--- src/rtl/round_controller.sv ---
// -----------------------------------------------------------------------------
// round_controller
//
// Runs one game round at a time, upstream of the ROUND OVER renderer.
// It tracks each player's remaining green blocks, counts down a round timer,
// and holds the end screen for a fixed time before returning to idle.
// While round_over is high the two block counts are frozen, so the renderer
// can sample them on any cycle (0 = red/loser, nonzero = green).
//
// Build option:
//   ROUND_TIMEOUT_EN  when defined, timer expiry also ends the round.
//                     When undefined, seconds_left still counts down and
//                     saturates at 0, but only block depletion ends a round.
//
// Parameters:
//   TICK_CYCLES    basys3_clk cycles per one-second tick
//   ROUND_SECONDS  round length in seconds (1..63)
//   HOLD_SECONDS   end-screen hold time in seconds (1..15)
//
// Ports:
//   basys3_clk            in   system clock
//   reset_n               in   asynchronous active-low reset
//   start                 in   pulse, begins a round from IDLE
//   hit_p1 / hit_p2       in   pulse, player lost one green block
//   green_block_count_p1  out  player 1 remaining blocks (2 bits)
//   green_block_count_p2  out  player 2 remaining blocks (2 bits)
//   round_over            out  high while in OVER
//   playing               out  high while in PLAY
//   seconds_left          out  remaining round seconds (6 bits)
//   round_num             out  completed-round counter, wraps 15 -> 0
// -----------------------------------------------------------------------------
module round_controller #(
  parameter int TICK_CYCLES   = 100_000_000,
  parameter int ROUND_SECONDS = 30,
  parameter int HOLD_SECONDS  = 3
) (
  input  logic       basys3_clk,
  input  logic       reset_n,
  input  logic       start,
  input  logic       hit_p1,
  input  logic       hit_p2,
  output logic [1:0] green_block_count_p1,
  output logic [1:0] green_block_count_p2,
  output logic       round_over,
  output logic       playing,
  output logic [5:0] seconds_left,
  output logic [3:0] round_num
);

  localparam logic [1:0] ST_IDLE = 2'd0;
  localparam logic [1:0] ST_PLAY = 2'd1;
  localparam logic [1:0] ST_OVER = 2'd2;

  localparam int              TW        = (TICK_CYCLES > 1) ? $clog2(TICK_CYCLES) : 1;
  localparam logic [TW-1:0]   TICK_LAST = TW'(TICK_CYCLES - 1);
  localparam logic [TW-1:0]   TICK_ZERO = TW'(0);
  localparam logic [TW-1:0]   TICK_ONE  = TW'(1);
  localparam logic [5:0]      SEC_LOAD  = 6'(ROUND_SECONDS);
  localparam logic [3:0]      HOLD_LOAD = 4'(HOLD_SECONDS);

`ifdef ROUND_TIMEOUT_EN
  localparam logic TIMEOUT_EN = 1'b1;
`else
  localparam logic TIMEOUT_EN = 1'b0;
`endif

  function automatic logic [1:0] dec_sat2(input logic [1:0] v);
    return (v == 2'd0) ? 2'd0 : (v - 2'd1);
  endfunction

  function automatic logic [5:0] dec_sat6(input logic [5:0] v);
    return (v == 6'd0) ? 6'd0 : (v - 6'd1);
  endfunction

  logic [1:0]    state_r,   state_nxt_s;
  logic [1:0]    cnt_p1_r,  cnt_p1_nxt_s;
  logic [1:0]    cnt_p2_r,  cnt_p2_nxt_s;
  logic [5:0]    sec_r,     sec_nxt_s;
  logic [3:0]    round_r,   round_nxt_s;
  logic [3:0]    hold_r,    hold_nxt_s;
  logic [TW-1:0] tick_r,    tick_nxt_s;
  logic          playing_r;
  logic          over_r;
  logic          tick_wrap_s;

  // Next-state and datapath updates for the round FSM.
  always_comb begin
    state_nxt_s  = state_r;
    cnt_p1_nxt_s = cnt_p1_r;
    cnt_p2_nxt_s = cnt_p2_r;
    sec_nxt_s    = sec_r;
    round_nxt_s  = round_r;
    hold_nxt_s   = hold_r;
    tick_nxt_s   = tick_r;
    tick_wrap_s  = (tick_r == TICK_LAST);

    case (state_r)
      ST_IDLE: begin
        cnt_p1_nxt_s = 2'd3;
        cnt_p2_nxt_s = 2'd3;
        sec_nxt_s    = SEC_LOAD;
        tick_nxt_s   = TICK_ZERO;
        hold_nxt_s   = 4'd0;
        if (start) begin
          state_nxt_s = ST_PLAY;
        end else begin
          state_nxt_s = ST_IDLE;
        end
      end

      ST_PLAY: begin
        // End condition looks at the registered values, so OVER is entered
        // the cycle after the terminating update; counts are left untouched
        // on that edge, which is what freezes them.
        if ((cnt_p1_r == 2'd0) || (cnt_p2_r == 2'd0) ||
            (TIMEOUT_EN && (sec_r == 6'd0))) begin
          state_nxt_s = ST_OVER;
          round_nxt_s = round_r + 4'd1;
          hold_nxt_s  = HOLD_LOAD;
          tick_nxt_s  = TICK_ZERO;
        end else begin
          state_nxt_s = ST_PLAY;
          if (tick_wrap_s) begin
            tick_nxt_s = TICK_ZERO;
            sec_nxt_s  = dec_sat6(sec_r);
          end else begin
            tick_nxt_s = tick_r + TICK_ONE;
            sec_nxt_s  = sec_r;
          end
          if (hit_p1) begin
            cnt_p1_nxt_s = dec_sat2(cnt_p1_r);
          end else begin
            cnt_p1_nxt_s = cnt_p1_r;
          end
          if (hit_p2) begin
            cnt_p2_nxt_s = dec_sat2(cnt_p2_r);
          end else begin
            cnt_p2_nxt_s = cnt_p2_r;
          end
        end
      end

      ST_OVER: begin
        if (hold_r == 4'd0) begin
          state_nxt_s  = ST_IDLE;
          cnt_p1_nxt_s = 2'd3;
          cnt_p2_nxt_s = 2'd3;
          sec_nxt_s    = SEC_LOAD;
          tick_nxt_s   = TICK_ZERO;
        end else begin
          state_nxt_s = ST_OVER;
          if (tick_wrap_s) begin
            tick_nxt_s = TICK_ZERO;
            hold_nxt_s = hold_r - 4'd1;
          end else begin
            tick_nxt_s = tick_r + TICK_ONE;
            hold_nxt_s = hold_r;
          end
        end
      end

      default: begin
        state_nxt_s  = ST_IDLE;
        cnt_p1_nxt_s = 2'd3;
        cnt_p2_nxt_s = 2'd3;
        sec_nxt_s    = SEC_LOAD;
        tick_nxt_s   = TICK_ZERO;
        hold_nxt_s   = 4'd0;
      end
    endcase
  end

  // State and output registers; status flags are decoded from the next state
  // so they change on the same edge as the state itself.
  always_ff @(posedge basys3_clk or negedge reset_n) begin
    if (!reset_n) begin
      state_r   <= ST_IDLE;
      cnt_p1_r  <= 2'd3;
      cnt_p2_r  <= 2'd3;
      sec_r     <= SEC_LOAD;
      round_r   <= 4'd0;
      hold_r    <= 4'd0;
      tick_r    <= TICK_ZERO;
      playing_r <= 1'b0;
      over_r    <= 1'b0;
    end else begin
      state_r   <= state_nxt_s;
      cnt_p1_r  <= cnt_p1_nxt_s;
      cnt_p2_r  <= cnt_p2_nxt_s;
      sec_r     <= sec_nxt_s;
      round_r   <= round_nxt_s;
      hold_r    <= hold_nxt_s;
      tick_r    <= tick_nxt_s;
      playing_r <= (state_nxt_s == ST_PLAY);
      over_r    <= (state_nxt_s == ST_OVER);
    end
  end

  assign green_block_count_p1 = cnt_p1_r;
  assign green_block_count_p2 = cnt_p2_r;
  assign round_over           = over_r;
  assign playing              = playing_r;
  assign seconds_left         = sec_r;
  assign round_num            = round_r;

endmodule
--- config.mk ---
export PLATFORM = sky130hd
export DESIGN_NAME = round_controller
export DESIGN_NICKNAME = d
export VERILOG_FILES = /design/src/rtl/round_controller.sv
export SDC_FILE = /design/constraint.sdc
export NUM_CORES = 1
export LEC_CHECK = 0
export ABC_AREA = 1
export CAP_MARGIN = 20
export CORE_MARGIN = 2
export CORE_UTILIZATION = 25
export CTS_CLUSTER_SIZE = 8
export DETAILED_ROUTE_END_ITERATION = 12
export PLACE_DENSITY_LB_ADDON = 0.12
export SLEW_MARGIN = 20
export SYNTH_ARGS = -nofsm -noshare
export SYNTH_HDL_FRONTEND = slang
export SYNTH_SLANG_ARGS = --single-unit
export TNS_END_PERCENT = 50
--- constraint.sdc ---
create_clock -name basys3_clk -period 3.3 [get_ports basys3_clk]
set_input_delay 0.495 -clock basys3_clk [delete_from_list [all_inputs] [get_ports basys3_clk]]
set_output_delay 0.495 -clock basys3_clk [all_outputs]
set_load 0.05 [all_outputs]
# == Yosys cells after proc, flatten, opt, wreduce, memory -nomap -nowiden ==
# Cells that the tools add are included.
# classes
reduce_logical,11
mux,26
addsub,6
n_eq_ne,13
# ops
cell,n
two-way mux 27 bit,3
case mux 27 bit (2 select lines),1
adder 27 x 1 -> 27 bit (second input constant),1
== test 27 bit (second input constant),1
two-way mux 6 bit,4
two-way mux 2 bit,9
inequality test 2 bit (second input constant),8
two-way mux 4 bit,3
case mux 6 bit (2 select lines),1
AND reduction 3 bit,4
case mux 2 bit (2 select lines),2
case mux 4 bit (2 select lines),1
logical NOT 2 bit,3
logical NOT 6 bit,1
case mux 2 bit (3 select lines),1
subtractor 6 x 1 -> 6 bit (second input constant),1
adder 4 x 1 -> 4 bit (second input constant),1
== test 2 x 1 -> 1 bit (second input constant),2
== test 2 bit (second input constant),2
logical NOT 4 bit,1
subtractor 2 x 1 -> 2 bit (second input constant),2
subtractor 4 x 1 -> 4 bit (second input constant),1
AND reduction 2 bit,1
logical OR 1 bit,1
two-way mux 1 bit,1
# word_totals
out_inout_bits,16
ff_bits,49
input_bits,5

# == Longest topological paths before layout ==
# Gate-level depths: netlist of the first run.
# depth
depth_word,5
depth_mapped,11

# == Worst setup path before layout of the first run ==
# Ideal clock, no wire load.
# synth_timing
path_type,register -> register
start,"register cnt_p1_r[0], in the netlist green_block_count_p1[0]"
end,register tick_r[20]
n_path_buf,1
period_less_slack_ns,1.626
path_slack_ns,1.674
arrival_time_ns,1.554
stages_incl_launch_ff,10
cell_sequence,dfstp_2 > inv_1 > nand2_2 > o211ai_2 > nand2_1 > nand2_1 > nor2_2 > buf_6 > nand2_1 > nor2_1
# synth_between
elab_chain_len,4
# synth_rtl
element,line,source
start: declaration,76,"logic [1:0] cnt_p1_r, cnt_p1_nxt_s;"
start signal: assignment,188,cnt_p1_r <= cnt_p1_nxt_s;
logical NOT 2 bit,115,if ((cnt_p1_r == 2'd0) || (cnt_p2_r == 2'd0) ||
logical OR 1 bit,115,
two-way mux 27 bit,115,
case mux 27 bit (2 select lines),97,case (state_r)
net tick_nxt_s[20],81,"logic [TW-1:0] tick_r, tick_nxt_s;"
end signal: assignment,193,tick_r <= tick_nxt_s;
end: declaration,81,
# The timed path passes the listed nets, and every way through them passes these cells.
# A chain may end at the register's enable or synchronous reset.

# == Worst setup path after layout of the first run ==
# layout_timing
start,register state_r[1]
end,register tick_r[11]
# layout_between
elab_chain_len,2
# layout_rtl
element,line,source
start: declaration,75,"logic [1:0] state_r, state_nxt_s;"
start signal: assignment,187,state_r <= state_nxt_s;
== test 2 bit / == test 2 x 1 -> 1 bit (equally long branches),97,
case mux 27 bit (2 select lines) (*),97,
net tick_nxt_s[11],81,
# Mark *: on every way through the listed nets, which the timed path passes. The rest lies on a longest branch.

==> metrics.md, run 1 <==
| Metric | Value |
|---|---|
| Outcome | `finished clean` |
| Power per cell area | `319.7 nW/um^2` |
| Largest family of logic cells by synthesized area | `simple AND/OR/NAND/NOR gates` |
| DRT Pass-1 Iters | `5` |
| Part of the power in registers | `0.527` |
| Post-route design area | `3566 um^2` |
| Detail Placement HPWL | `5.496 mm` |
| Tcrit/Tclk final | `0.6705` |
| Post-synth top flop | `dfrtp_1` |
| Sink Count | `49` |
| Clock latency on the worst-skew pair | `0.29 ns` |
| Cts repair resizes | `0` |
| Syn. warnings | `0` |
| Vias | `2577` |
| Die Wd | `114.8 um` |
| Drc violations | `0` |
| Largest net degree at the start of global routing | `44` |
| Adder-Cell Fraction of Synth Area | `0.04077` |
| Min cycle time layout | `2.213 ns` |
| Sequential share of the synthesized area | `0.4028` |
| CTS max path bufs | `2` |
| RSZ-0062 raised after global routing | `false` |
| DR vias/cell | `4.331` |
| Post-synthesis xor/xnor area fraction | `0.04280` |
| Syn_nets | `438` |
| Synth Area in Compound Gates | `0.05055` |
| Critical path launch point type | `flip-flop` |
| RePlAce Congestion | `0.7876` |
| Area of the mapped netlist | `3069 um^2` |
| Post-Route WL | `7.269 mm` |
| Avg WL per Cell | `12.22 um` |
| Clock share of power | `0.458` |
| Die Ht | `114.8 um` |
| Ant diodes | `0` |
| Grt met1 use | `0.1683` |
| GRT Total Usage | `0.1200` |
| Setup TNS | `0 ns` |
| Final hold vios | `0` |
| Crit-path max FO | `16` |
| GRT busiest layer | `met2` |
| Share of cells above drive strength 1 | `0.1272` |
| Met3 Use GR | `0.02425` |
| Worst slew margin | `0.6036` |
| Mapped Avg Cell Area | `7.256 um^2` |
| Site Rows | `40` |
| Worst vdd ir | `148.2 uV` |
| Mapped Cells | `423` |
| Max-slew violations | `0` |
| Endpoints failing setup | `0` |
| Hold crit path type | `in2async` |
| H-tree depth | `2` |
| Die ar. | `13180 um^2` |
| Final setup margin | `1.087 ns` |
| Post-cts hold buffer count | `0` |
| Total gr overflow | `0` |
| Sw Ratio | `0.2076` |
| PortBufs | `20` |
| Max_cap viols | `0` |
| Post-synth EDFFs | `0` |
| Clock Skew | `0.007822 ns` |
| Pleak | `0.001599 uW` |
| Placement Setup Slack | `1.036 ns` |
| Setup crit end kind | `flip-flop` |
| Final Instance Count excl. Fillers | `595` |
| Final antenna-violating net count | `0` |
| Initial DRC Count | `96` |
| Clk root buf | `clkbuf_16` |
| Internal power | `903.3 uW` |
| Area after DPL | `3417 um^2` |
| Placed insts | `588` |
| Worst-path clk slew | `0.07 ns` |
| Switch Pwr | `236.7 uW` |
| First-pass GRT wire length | `12.43 mm` |
| Mux cell area share after synthesis | `0.003669` |
| Total CTS buffers | `5` |
| Final net count | `463` |
| Asr flop ratio synth | `1.000` |
| Critical path class | `reg2reg` |
| Global-route track usage on met2 | `0.1834` |
| Worst-Margin Slew | `0.5940 ns` |
| Fmax | `452.0 MHz` |
| Req. time, crit path | `3.51 ns` |
| # IOs | `21` |
| Vias in the first global route | `2513` |
| Arrival time at the worst endpoint | `2.43 ns` |
| Comb power frac | `0.015` |
| Initial Utilization | `0.2555` |
| TritonCTS clock tree | `yes` |
| Area grow syn2layout | `16.18%` |
| Setup Buffers After CTS | `0` |
| Antenna violations before repair | `0` |
| Synth Area in Simple Gates | `0.3751` |
| Total core area | `12010 um^2` |
| Seq cells post-synth | `49` |
| Post-synth cell types | `33` |
| Fill cell total of the finished layout | `1315` |
## worst max-delay path, cell delays in order, from the launching register on
cell	delay [ns]
dfrtp_1	0.40
inv_1	0.09
ha_1	0.45
o211ai_2	0.19
nand2_1	0.09
nand2_1	0.07
nor2_2	0.49
inv_4	0.22
nor2_1	0.14
## Yosys cell counts (2+ instances only)
cell / n / area (um^2)
inv_1: 53 / 198.9
nand4_1: 8 / 50.05
dfstp_2: 8 / 210.2
xnor2_1: 4 / 35.03
dfrtp_1: 41 / 1026
nor3_1: 7 / 35.03
nor2_4: 2 / 22.52
nor2_1: 71 / 266.5
a21oi_1: 7 / 35.03
o22ai_1: 2 / 12.51
xor2_1: 11 / 96.34
nand2_1: 116 / 435.4
nand3b_1: 3 / 22.52
inv_2: 3 / 11.26
a31oi_1: 2 / 12.51
o21ai_0: 13 / 65.06
nand3_1: 21 / 105.1
nand2_2: 10 / 62.56
ha_1: 10 / 125.1
nor2_2: 17 / 106.4
o21ai_2: 2 / 17.52
## state kept, by name, summed over array words and instances, names as in the netlist
signal                cells
green_block_count_p1      2
green_block_count_p2      2
hold_r                    4
playing                   1
round_num                 4
round_over                1
seconds_left              6
state_r                   2
tick_r                   27
## area by class of cell
class                           count  area [um^2]  area share
Inverter                           58        220.2     0.06175
Clock inverter                      1        7.507    0.002105
Sequential cell                    49         1236      0.3467
Clock buffer                        6        138.9     0.03895
Tap cell                          147        183.9     0.05158
Multi-Input combinational cell    313         1574      0.4414
Timing Repair Buffer               21        205.2     0.05754
## kinds of logic after synthesis
kind of cell,after synthesis
AOI/OAI and AO/OA,27
xor gates and xnor gates,15
adders and majority gates,10
buffers and inverters,61
DFF,49
muxes,1
and+or+nand+nor,260
## power by group through the flow
stage                     clock network, uW  logic [uW]  registers [uW]
final                                   522        17.1             601
after global routing                    573        21.0             600
after CTS                               549        18.7             601
after detailed placement                  0        18.7             612
after global placement                    0        18.8             612
after floorplan                           0       0.188             612
## routing by layer
metal	routed length, um	vias to the layer above
met3	173	11
met4	142	0
li1	-	1362
met1	3792	1181
met2	3161	23
met5	0	-
## stage by stage
step | hold WS (ns) | total power (uW) | util
floorplan | 0.1994 | 612.3 | -
global placement | 0.4564 | 630.7 | 0.2845
detailed placement | 0.4597 | 630.6 | 0.2845
CTS | 0.4222 | 1169 | 0.2967
global route | 0.2526 | 1194 | 0.2969
finish | 0.1954 | 1140 | 0.2969
## path summary, 6_finish.rpt
| path | from | to | slack (ns) | cells after the start |
|---|---|---|---|---|
| max reg2reg | state_r[1] | tick_r[11] | 1.09 | 8 |
| min in group basys3_clk | tick_r[0] | tick_r[0] | 0.47 | 1 |
| max | state_r[1] | tick_r[11] | 1.09 | 8 |
| min | reset_n | tick_r[2] | 0.20 | 1 |
| min reg2reg | tick_r[0] | tick_r[0] | 0.47 | 1 |
| max in group asynchronous | reset_n | tick_r[14] | 2.57 | 2 |
## cells in the final DEF (no fill, tap or decap), drive strengths merged, types with 2 or more instances in the layout
master,synthesis,routed
a21oi,7,7
a31oi,2,2
buf,3,2
clkbuf,0,6
clkdlybuf4s50,0,19
dfrtp,41,41
dfstp,8,8
ha,10,10
inv,57,57
nand2,127,127
nand3,22,22
nand3b,4,4
nand4,8,8
nor2,90,90
nor3,7,7
o21ai,15,15
o22ai,2,2
xnor2,4,4
xor2,11,11
No activity file was read; power rests on OpenSTA's default activity.
==> inputs of run 2 (changes only) <==
clock period = 2.3 ns   (was 3.3 ns; I/O delays follow)
==> run 2 against run 1 <==
Die area did not move. Largest power group unchanged. Critical endpoint is now green_block_count_p2[0]. Worst setup slack worse by 0.86 ns. Clock power grew 47%. Routed wire length grew 2.2%. Sequential power increased by 43%. Critical path depth is 7 lower. Global-route usage rose by 0.068 points. Highest routed layer unchanged.
==> metrics.md, run 2 (synthesized netlist as in run 1, its figures left out) <==
| Metric | Value |
|---|---|
| First-pass GRT wire length | `12.61 mm (+1.5%)` |
| H-tree depth | `2 (unchanged)` |
| Internal power | `1276 uW (+41%)` |
| Placed insts | `590 (+0.34%)` |
| Final antenna-violating net count | `0 (unchanged)` |
| DR vias/cell | `4.400 (+1.6%)` |
| Sink Count | `49 (unchanged)` |
| Share of cells above drive strength 1 | `0.1330 (+0.005806)` |
| Area grow syn2layout | `17.00%` |
| Worst vdd ir | `219.9 uV (+48%)` |
| Avg WL per Cell | `12.42 um (+1.7%)` |
| Min cycle time layout | `2.071 ns` |
| RePlAce Congestion | `0.7804 (-0.91%)` |
| Most common cell after layout, fill and taps aside | `nand2_1` |
| Final Instance Count excl. Fillers | `598 (+0.50%)` |
| Setup TNS | `0 ns (unchanged)` |
| Biggest register | `tick_r` |
| Vias in the first global route | `2572 (+2.3%)` |
| Part of the power in registers | `0.521 (-0.006)` |
| Final hold vios | `0 (unchanged)` |
| Crit-path cells | `clkdlybuf4s50_1` |
| Path depth of the worst reg2reg path | `11 (+3)` |
| Largest register FFs | `27 (unchanged)` |
| Critical R2R Launch | `tick_r[0]` |
| Req. time, crit path | `1.96 ns (-1.55 ns)` |
| Setup crit end kind | `output pin` |
| Slack of the worst reg-to-reg path | `0.47 ns (-0.62 ns)` |
| Sw Ratio | `0.2283 (+0.02068)` |
| Setup Buffers After CTS | `0 (unchanged)` |
| Die Ht | `114.8 um (unchanged)` |
| Design Power | `1654 uW (+45%)` |
| Clk root buf | `clkbuf_16` |
| Worst slew margin | `0.6315 (+0.02793)` |
| Clock Skew | `0.006404 ns (-0.001418 ns)` |
| Critical path's slowest cell | `clkdlybuf4s50_1` |
| DRT Pass-1 Iters | `4 (-1)` |
| Final net count | `465 (+0.43%)` |
| Total core area | `12010 um^2 (unchanged)` |
| Die ar. | `13180 um^2 (unchanged)` |
| Max_cap viols | `0 (unchanged)` |
| Initial DRC Count | `120 (+25%)` |
| Initial Utilization | `0.2555 (unchanged)` |
| Site Rows | `40 (unchanged)` |
| Switch Pwr | `377.6 uW (+60%)` |
| Comb power frac | `0.016 (about the same)` |
| Clock share of power | `0.463 (+0.005)` |
| PortBufs | `20 (unchanged)` |
| Fmax | `482.8 MHz` |
| Post-Route WL | `7.428 mm (+2.2%)` |
| Arrival time at the worst endpoint | `1.73 ns (-0.70 ns)` |
| Worst Path Buf+Inv | `1 (-1)` |
| Antenna violations before repair | `0 (unchanged)` |
| Worst r2r dst | `tick_r[20]` |
| Post-cts hold buffer count | `0 (unchanged)` |
| Drc violations | `0 (unchanged)` |
| Commonest non-fill, non-tap cells in the layout | `116 x nand2_1, 71 x nor2_1, 53 x inv_1` |
| Outcome | `finished clean` |
| Max-slew violations | `0 (unchanged)` |
| Worst path depth | `1 (-7)` |
| TritonCTS clock tree | `yes` |
| CP endpoint | `green_block_count_p2[0]` |
| Detail Placement HPWL | `5.628 mm (+2.4%)` |
| CTS max path bufs | `2 (unchanged)` |
| Critical path launch point type | `flip-flop` |
| CP startpoint | `green_block_count_p2[0]` |
| Crit-path max FO | `6 (-10)` |
| Crit path max-delay family | `buffers and inverters` |
| Vias | `2631 (+2.1%)` |
| Ant diodes | `0 (unchanged)` |
| Clock latency on the worst-skew pair | `0.30 ns (about the same)` |
| Largest net degree at the start of global routing | `29 (-34%)` |
| GRT Total Usage | `0.1206 (+0.0006766)` |
| Worst-Margin Slew | `0.5527 ns (-0.04126 ns)` |
| Worst-path clk slew | `0.07 ns (about the same)` |
| Power per cell area | `460.6 nW/um^2 (+44%)` |
| Total gr overflow | `0 (unchanged)` |
| Hold WS | `0.02635 ns (-0.1690 ns)` |
| # IOs | `21 (unchanged)` |
| Cts repair resizes | `0 (unchanged)` |
| Critical path class | `reg2out` |
| Die Wd | `114.8 um (unchanged)` |
| RSZ-0062 raised after global routing | `false` |
| Total CTS buffers | `5 (unchanged)` |
| Pleak | `0.001613 uW (+0.91%)` |
| Endpoints failing setup | `0 (unchanged)` |
| Tcrit/Tclk final | `0.9005` |
| Critical path's largest stage delay | `0.83 ns (+0.34 ns)` |
| Hold crit path type | `in2async` |
[run 2: cell types whose count changed in the layout (fill, tap and decap cells not counted)]
cell	delta
inv_6	+1
buf_2	+1
clkbuf_8	-1
clkinv_2	+1
buf_12	+1
[run 2: worst min-delay path by stage]
stage | start | endpoint | slack, ns | cells past startpoint
3_5_place_dp | reset_n | tick_r[26] | 0.38 | 1
5_1_grt | reset_n | tick_r[26] | 0.07 | 1
3_3_place_gp | reset_n | tick_r[26] | 0.37 | 1
2_1_floorplan | reset_n | hold_r[0] | 0.05 | 0
4_1_cts | reset_n | tick_r[26] | 0.05 | 1
6_report | reset_n | tick_r[26] | 0.03 | 1
[run 2: final cells by class]
| cell class | count | area, um^2 |
|---|---|---|
| fillers | 1280 | 8421 |
| multi-input cells | 313 | 1574 |
| flip-flops and latches | 49 | 1236 |
| repair buffers | 23 | 230.2 |
| inverters | 58 | 220.2 |
| well taps | 147 | 183.9 |
| clock buffers | 5 | 125.1 |
| clock inverters | 3 | 21.27 |
[run 2: through the flow]
| stage | instance area [um^2] | util | setup slack (ns) |
|---|---|---|---|
| CTS | 3591 | 0.2990 | 0.2160 |
| global placement | 3445 | 0.2868 | 0.5197 |
| global route | 3591 | 0.2990 | 0.1749 |
| detailed placement | 3445 | 0.2868 | 0.4596 |
| finish | 3591 | 0.2990 | 0.2288 |
| floorplan | 3069 | - | 0.6743 |
[run 2: power groups by stage]
stage	Sequential, uW	Combinational (uW)	Clock (uW)
6_report	862	27.1	765
5_1_grt	861	32.4	829
4_1_cts	861	30.1	801
3_5_place_dp	878	30.2	0
3_3_place_gp	878	30.1	0
2_1_floorplan	878	0.269	0
[run 2: metal layers]
layer	up-vias	GRT usage	wire (um)
met5	-	0	0
met4	0	0.03614	91
met3	6	0.02056	143
met2	28	0.1957	3420
met1	1234	0.1658	3774
li1	1363	-	-
